[src/rtl/mash_setpoint_ramp.sv]
// mash_setpoint_ramp
//   Captures the JTAG slave's 32-bit control word, derives an enable plus an
//   unsigned DATA_W-bit DAC setpoint, and slews the modulator input toward it.
//   One sample is offered per SAMPLE_DIV clocks on a valid/ready stream. Each
//   sample moves at most STEP_MAX away from the previous one.
//
//   Ports
//     aclk      in   sole clock, rising edge
//     areset    in   synchronous active-high reset
//     cfg_data  in   [31] enable, [DATA_W-1:0] target, [30:DATA_W] ignored
//     ovr_clr   in   one-cycle pulse, clears overrun (and ovr_cnt)
//     m_data    out  current sample to the MASH 1-1 modulator
//     m_valid   out  sample valid
//     m_ready   in   modulator accepts sample
//     busy      out  high while ramping
//     overrun   out  sticky: a tick found the previous sample still unaccepted
//     ovr_cnt   out  saturating overrun-tick count (only with MASH_RAMP_OVR_CNT_EN)
//
//   Build option: define MASH_RAMP_OVR_CNT_EN to add the ovr_cnt port and counter.
//
//   state    | meaning
//   ---------+----------------------------------------------------
//   S_IDLE   | out of reset, no tick evaluated yet
//   S_RAMP   | cur differs from target, stepping toward it
//   S_SETTLED| cur equals target, repeat samples are emitted

module mash_setpoint_ramp #(
  parameter int                DATA_W     = 24,
  parameter int                SAMPLE_DIV = 16,
  parameter logic [DATA_W-1:0] STEP_MAX   = 'h100
) (
  input  logic              aclk,
  input  logic              areset,
  input  logic [31:0]       cfg_data,
  input  logic              ovr_clr,
  output logic [DATA_W-1:0] m_data,
  output logic              m_valid,
  input  logic              m_ready,
  output logic              busy,
  output logic              overrun
`ifdef MASH_RAMP_OVR_CNT_EN
  ,
  output logic [15:0]       ovr_cnt
`endif
);

  localparam int DIV_W = (SAMPLE_DIV > 2) ? $clog2(SAMPLE_DIV) : 1;

  typedef enum logic [1:0] {S_IDLE, S_RAMP, S_SETTLED} state_t;

  state_t              state, state_nxt;
  logic [31:0]         cfg_q;
  logic [DATA_W-1:0]   target, cur, cur_step, cur_nxt, mag, step;
  logic [DIV_W-1:0]    div_cnt;
  logic signed [DATA_W:0] diff;
  logic [DATA_W:0]     diff_neg;
  logic                tick, stall, load;
  logic                unused_cfg;

  // Bits [30:DATA_W] carry nothing for this block.
  assign unused_cfg = ^cfg_data[30:0];

  assign tick  = (div_cnt == DIV_W'(SAMPLE_DIV - 1));
  assign stall = tick && m_valid && !m_ready;
  assign load  = tick && !(m_valid && !m_ready);

  // One extra bit keeps the full unsigned range difference exact, so the
  // clamped step can never overshoot or wrap.
  always_comb begin
    diff     = $signed({1'b0, target}) - $signed({1'b0, cur});
    diff_neg = -diff;
    mag      = diff[DATA_W] ? diff_neg[DATA_W-1:0] : diff[DATA_W-1:0];
    step     = (STEP_MAX == '0 || mag <= STEP_MAX) ? mag : STEP_MAX;
    cur_step = diff[DATA_W] ? (cur - step) : (cur + step);
    cur_nxt  = load ? cur_step : cur;
  end

  always_ff @(posedge aclk) begin
    if (areset) begin
      cfg_q   <= '0;
      target  <= '0;
      cur     <= '0;
      div_cnt <= '0;
      m_data  <= '0;
      m_valid <= 1'b0;
      overrun <= 1'b0;
    end else begin
      cfg_q <= cfg_data;
      if (cfg_data != cfg_q)
        target <= cfg_data[31] ? cfg_data[DATA_W-1:0] : '0;
      div_cnt <= tick ? '0 : div_cnt + 1'b1;
      if (load) begin
        cur     <= cur_step;
        m_data  <= cur_step;
        m_valid <= 1'b1;
      end else if (m_valid && m_ready) begin
        m_valid <= 1'b0;
      end
      // A new overrun wins over a simultaneous clear.
      if (stall)
        overrun <= 1'b1;
      else if (ovr_clr)
        overrun <= 1'b0;
    end
  end

`ifdef MASH_RAMP_OVR_CNT_EN
  always_ff @(posedge aclk) begin
    if (areset)
      ovr_cnt <= '0;
    else if (stall)
      ovr_cnt <= ovr_clr ? 16'd1 : ((ovr_cnt == 16'hFFFF) ? ovr_cnt : ovr_cnt + 16'd1);
    else if (ovr_clr)
      ovr_cnt <= '0;
  end
`endif

  always_ff @(posedge aclk) begin
    if (areset)
      state <= S_IDLE;
    else
      state <= state_nxt;
  end

  always_comb begin
    state_nxt = state;
    if (tick) begin
      case (state)
        S_IDLE:    state_nxt = (target != cur) ? S_RAMP : S_SETTLED;
        S_RAMP:    if (cur_nxt == target) state_nxt = S_SETTLED;
        S_SETTLED: if (target != cur) state_nxt = S_RAMP;
        default:   state_nxt = S_IDLE;
      endcase
    end
  end

  always_comb begin
    busy = (state == S_RAMP);
  end

endmodule

[config.mk]
export PLATFORM = sky130hd
export DESIGN_NAME = mash_setpoint_ramp
export DESIGN_NICKNAME = d
export VERILOG_FILES = /design/src/rtl/mash_setpoint_ramp.sv
export SDC_FILE = /design/constraint.sdc
export NUM_CORES = 1
export LEC_CHECK = 0
export CORE_MARGIN = 1
export CORE_UTILIZATION = 36
export CTS_CLUSTER_SIZE = 28
export DETAILED_ROUTE_END_ITERATION = 6
export GPL_ROUTABILITY_DRIVEN = 1
export PLACE_DENSITY = 0.54
export SYNTH_ARGS = -nofsm -noshare
export SYNTH_HDL_FRONTEND = slang
export SYNTH_SLANG_ARGS = --single-unit
[constraint.sdc]
create_clock -name aclk -period 16.4 [get_ports aclk]
set_input_delay 4.92 -clock aclk [delete_from_list [all_inputs] [get_ports aclk]]
set_output_delay 4.92 -clock aclk [all_outputs]
set_load 0.02 [all_outputs]
# Word level (Yosys, flattened, before mapping)
# Index checks and enable logic that the tools add are counted.
word_totals:
  reg_bits: 112
  output_inout_bits: 27
  word_cells: 47
op_classes:
  add_sub_neg: 5
  magnitude_cmp: 1
  n_eq_ne: 8
  muxes: 13
  n_reduce_logical: 12
ops:
  columns: ["operator", "n"]
  rows:
  - ["2-to-1 mux 24 bit", 5]
  - ["!= test 32 bit", 1]
  - ["subtractor 24 x 24 -> 25 bit", 1]
  - ["adder 24 bit", 1]
  - ["equality test 24 bit", 1]
  - ["less-or-equal comparator 24 x 9 -> 1 bit, second input constant", 1]
  - ["!= test 24 bit", 1]
  - ["negator 24 bit", 1]
  - ["subtractor 24 bit", 1]
  - ["2-to-1 mux 2 bit", 3]
  - ["one-hot mux 2 bit (3 select lines)", 1]
  - ["logical AND 1 bit", 5]
  - ["adder 4 x 1 -> 4 bit, second input constant", 1]
  - ["equality test 4 bit, second input constant", 1]
  - ["2-to-1 mux 1 bit", 4]
  - ["nonzero test 2 bit", 2]
  - ["AND reduction 3 bit", 1]
  - ["equality test 2 x 1 -> 1 bit, second input constant", 1]
  - ["equality test 2 bit, second input constant", 1]
  - ["logical NOT 1 bit", 2]
  - ["logical NOT 2 bit", 1]
  - ["!= test 2 x 1 -> 1 bit, second input constant", 1]
  - ["!= test 2 bit, second input constant", 1]
  - ["OR reduction 2 bit", 1]

# Logic depth before layout (Yosys ltp)
depth:
  ltp_word: 11
  ltp_mapped: 37
  depth_no_buf: 35

# Worst setup path after synthesis
# No wires, ideal clock.
synth_path:
  path_type: "register to register"
  from: "reg target[0]"
  to: "reg state[0]"
  t_arrival_ns: 8.123
  t_required_ns: 16.273
  path_slack_ns: 8.150
  path_stages_with_launch: 35
  synth_period_minus_slack_ns: 8.250
  cell_sequence: "dfxtp_1 inv_1 ha_1 fa_1 nand2b_1 a211oi_4 o21ai_1 and2_1 buf_2 nor4_2 nand3b_1 mux2i_1 o31ai_1 nand3_1 or4b_1 or4_1 ha_1 nand3_1 nand2_1 mux2_1 ha_1 nand2_1 nor3_1 a221oi_1 o21ai_0 a21o_1 a221oi_1 o21ai_0 xor2_1 nand2_1 a21boi_0 xnor2_1 a2111oi_0 a2bb2oi_1 nand3_1"
synth_between:
  elab_chain_len: 11
  elab_cells_between_ends: 16
synth_lines:
  columns: ["item", "line", "rtl"]
  rows:
  - ["from (decl)", "53", "logic [DATA_W-1:0] target, cur, cur_step, cur_nxt, mag, step;"]
  - ["from (signal assigned)", "90", "target <= cfg_data[31] ? cfg_data[DATA_W-1:0] : '0;"]
  - ["subtractor 24 x 24 -> 25 bit", "70", "diff = $signed({1'b0, target}) - $signed({1'b0, cur});"]
  - ["negator 24 bit", "71", "diff_neg = -diff;"]
  - ["2-to-1 mux 24 bit", "72", "mag = diff[DATA_W] ? diff_neg[DATA_W-1:0] : diff[DATA_W-1:0];"]
  - ["less-or-equal comparator 24 x 9 -> 1 bit", "73", "step = (STEP_MAX == '0 || mag <= STEP_MAX) ? mag : STEP_MAX;"]
  - ["2-to-1 mux 24 bit", "73", null]
  - ["adder 24 bit / subtractor 24 bit (equally long branches)", "74", "cur_step = diff[DATA_W] ? (cur - step) : (cur + step);"]
  - ["2-to-1 mux 24 bit", "74", null]
  - ["2-to-1 mux 24 bit", null, null]
  - ["equality test 24 bit", "130", "S_RAMP: if (cur_nxt == target) state_nxt = S_SETTLED;"]
  - ["!= test 2 x 1 -> 1 bit (no source line)", null, null]
  - ["AND reduction 3 bit (no source line)", null, null]
  - ["to (signal assigned)", "122", "state <= state_nxt;"]
  - ["to (decl)", "51", "state_t state, state_nxt;"]
# Parallel ways exist; a longest one is shown, timed or not.
# A chain may end at the register's enable or synchronous reset.

# Final worst setup path
layout_path:
  from: "reg target[0]"
  to: "reg state[1]"
# The elaborated chain is that of the path after synthesis.

==> flow_metrics.py <==
metrics = {
    "outcome": {
        "status": "completed",
    },
    "sta": {
        "worst_pin_slew_ns": 0.925,
        "rsz0062_at_grt": "no",
        "fin_tns_setup_ns": 0,
        "skew_ns": 0.0126,
        "max_freq_mhz": 99.6,
        "finalCritPeriodShare": 0.612,
        "slew_headroom": 0.382,
        "slew_violations": 0,
        "timing.final.crit_period_ns": 10.04,
        "hold_viol_final": 0,
        "setup_viol": 0,
    },
    "synthesis": {
        "synth_ff_type": "dfxtp_1",
        "synthCells": 1150,
        "synth_cell_types": 92,
        "syn_avg_cell_area_sq_um": 7.63,
        "seq_area_frac_synth": 0.256,
        "synth.ff_latch_count": 112,
        "yosys_warnings": 0,
        "async_flop_share": 0,
        "synth_edf_count": 0,
        "syn_area_sq_um": 8770,
        "synth_nets": 1238,
    },
    "floorplanning": {
        "rows": 56,
        "die_w_um": 158,
        "num_io_pins": 63,
        "start_util": 0.370,
        "die_h_um": 158,
        "core-area_sq_um": 23700,
        "die_area_sq_um": 25000,
    },
    "cts": {
        "cts_tree": "yes",
        "cts.clk_slew.worst_paths_ns": 0.08,
        "clk_latency_ns": 0.36,
        "cts_resized": 0,
        "cts_sinks": 112,
        "cts_made_buffers": 9,
        "cts_setup_buffers": 0,
        "htreeDepth": 3,
        "cts_hold_buffers": 0,
        "cts_buffer_depth": 2,
        "cts-root-buf": "clkbuf_16",
    },
    "grt": {
        "antenna_found_initial": 0,
        "grt_max_degree": 71,
        "grt_pass1_vias": 7959,
        "grt_pass1_wl_um": 43100,
        "track_usage": 0.220,
        "gr-total-overflow": 0,
    },
    "worst_hold_path": {
        "hold_class": "flop to flop",
    },
    "power": {
        "power_uw": 749,
        "ir_worst_vdd_v": 0.0000580,
        "powerDensity_nw_per_um2": 75.5,
        "p_leak_nw": 3.74,
    },
    "route": {
        "drt_pass1_iterations": 7,
        "wl_um": 26900,
        "ant_nets": 0,
        "drc": 0,
        "vias": 8448,
        "routed-wl-met3_um": 1030,
        "wl_per_cell_um": 17.9,
        "drt_iter0_drc": 579,
        "avgViaCountPerCell": 5.63,
        "topRoutingLayerUsed": "met4",
        "wl_met1_um": 13100,
        "wl_met2_um": 12200,
    },
    "place": {
        "dp.cells": 1485,
        "portBuffers": 62,
        "placed_area_sq_um": 9640,
        "hpwl_um": 20900,
        "place_congestion": 0.910,
    },
    "cells_and_area": {
        "syn_to_final_growth_pct": 13.2,
        "seq_area_sq_um": 2240,
        "multi_input_area_sq_um": 6180,
        "fin_nets": 1265,
        "antennaDiodeCount": 0,
        "drive_gt1_frac": 0.0508,
        "fin_cells": 1501,
        "fillers": 2533,
        "final_cell_area_sq_um": 9930,
    },
    "setup_path": {
        "endpoint_kind": "flop",
        "startpoint_type": "flop",
        "crit_fanout": 13,
        "crit_type": "flop to flop",
        "crit_arrival_ns": 10.33,
        "slowest_delay_ns": 0.71,
        "slowest_stage": "nor4_4",
        "reg2reg_slack_ns": 6.36,
        "required_ns": 16.69,
    },
    "run": {
        "maxCapViolations": 0,
    },
}
-- through the flow --
stage	setup WS, ns	hold slack (ns)	util
finish	6.36	0.456	0.419
floorplan	8.15	0.454	-
CTS	6.48	0.459	0.419
global route	5.32	0.470	0.419
global placement	6.77	0.444	0.407
detailed placement	6.53	0.447	0.407
-- placed cells by master (no fill, tap or decap), drive strengths merged, types with 9 or more instances in the layout --
master,netlist,layout
o21ai,75,75
or3,9,9
o211ai,10,10
nand3,26,26
nor3,18,18
clkdlybuf4s50,0,61
nor4,16,16
clkbuf,41,10
nand4,23,23
a211oi,16,16
inv,39,42
o21a,13,13
and3,30,30
nor2b,45,45
a21oi,96,96
dfxtp,112,112
ha,50,50
xor2,23,23
nor2,96,96
nand2,129,129
xnor2,70,70
a31oi,35,35
a21o,17,17
and2,10,10
-- power breakdown --
group,switching (mW),internal (mW)
logic,0.150,0.0927
clock network,0.114,0.107
registers,0.00662,0.279
total,0.270,0.479
-- state kept, by name (all words and copies together), names as in the netlist --
register and flops:
cfg_q 32, cur 24, div_cnt 4, m_data 24, m_valid 1, overrun 1, state 2, target 24
-- logic make-up (layout without fill, tap and decap cells) --
kind of cell,count (synthesis),after routing,share of synthesized area
compound gates,336,336,0.251
xor+xnor,93,93,0.0929
flops,112,112,0.256
mux,11,11,0.0134
fa+ha+maj,52,52,0.0759
simple gates,454,454,0.270
buf+inv,92,124,0.0417
-- area by class of cell --
cell class              count  area share
clock inverters             6     0.00617
repair buffers             69      0.0675
flip-flops and latches    112       0.226
multi-input cells         946       0.622
clock buffers              10      0.0231
well taps                 319      0.0402
inverters                  39      0.0147
-- layer usage --
metal,vias to the layer above,global-route usage
met4,0,0.0664
met5,-,0
li1,4251,-
met2,205,0.362
met1,3962,0.305
met3,30,0.0159
-- worst max-delay path, delay by kind of cell, from the launching register on --
family | cells | cell delay, ns
multiplexers | 2 | 0.47
XOR/XNOR | 2 | 0.31
flip-flops | 1 | 0.34
AND/OR/NAND/NOR | 13 | 3.60
AO/OA/AOI/OAI | 12 | 3.90
buffers and inverters | 1 | 0.07
adder cells (fa/ha/maj) | 4 | 1.31
-- worst paths after layout --
path / depth (start not counted) / to / startpoint
worst max register to register: 34 / state[1] / target[0]
worst min register to register: 2 / m_data[18] / m_data[18]
worst max-delay path: 34 / state[1] / target[0]
worst min-delay path: 2 / m_data[18] / m_data[18]
-- synthesized netlist by cell type (4+ instances only) --
cell      number  area, sq um
o21ai_0       69          345
nor3_1        18         90.1
mux2_2         5         56.3
nor4_1        13         81.3
o211ai_1      10         75.1
nand2b_1       8         50.1
nand3_1       25          125
nand4b_1       6         52.6
o22ai_1        8         50.1
buf_2          4         20.0
buf_1          6         22.5
or2_2          5         31.3
a311oi_1       4         35.0
a21oi_1       94          470
a211oi_1      13         97.6
o31ai_1        4         30.0
a31oi_1       35          219
dfxtp_1      112         2240
nand2_1      129          484
o21a_1        12         90.1
a21o_1        17          128
nand4_1       23          144
o21ai_1        5         25.0
nor2_1        95          357
xor2_1        23          201
nor2b_1       45          282
and3_1        29          181
xnor2_1       70          613
nor3b_1        6         45.0
inv_1         39          146
a21boi_0       6         45.0
and2_1         9         56.3
ha_1          50          626
a221oi_1       4         35.0
and4_1         5         43.8
a22oi_1        5         37.5
mux2i_1        5         50.1
nand3b_1       7         52.6
clkbuf_1      41          154
or3_1          8         50.1
Power figures use the tool's default switching activity.
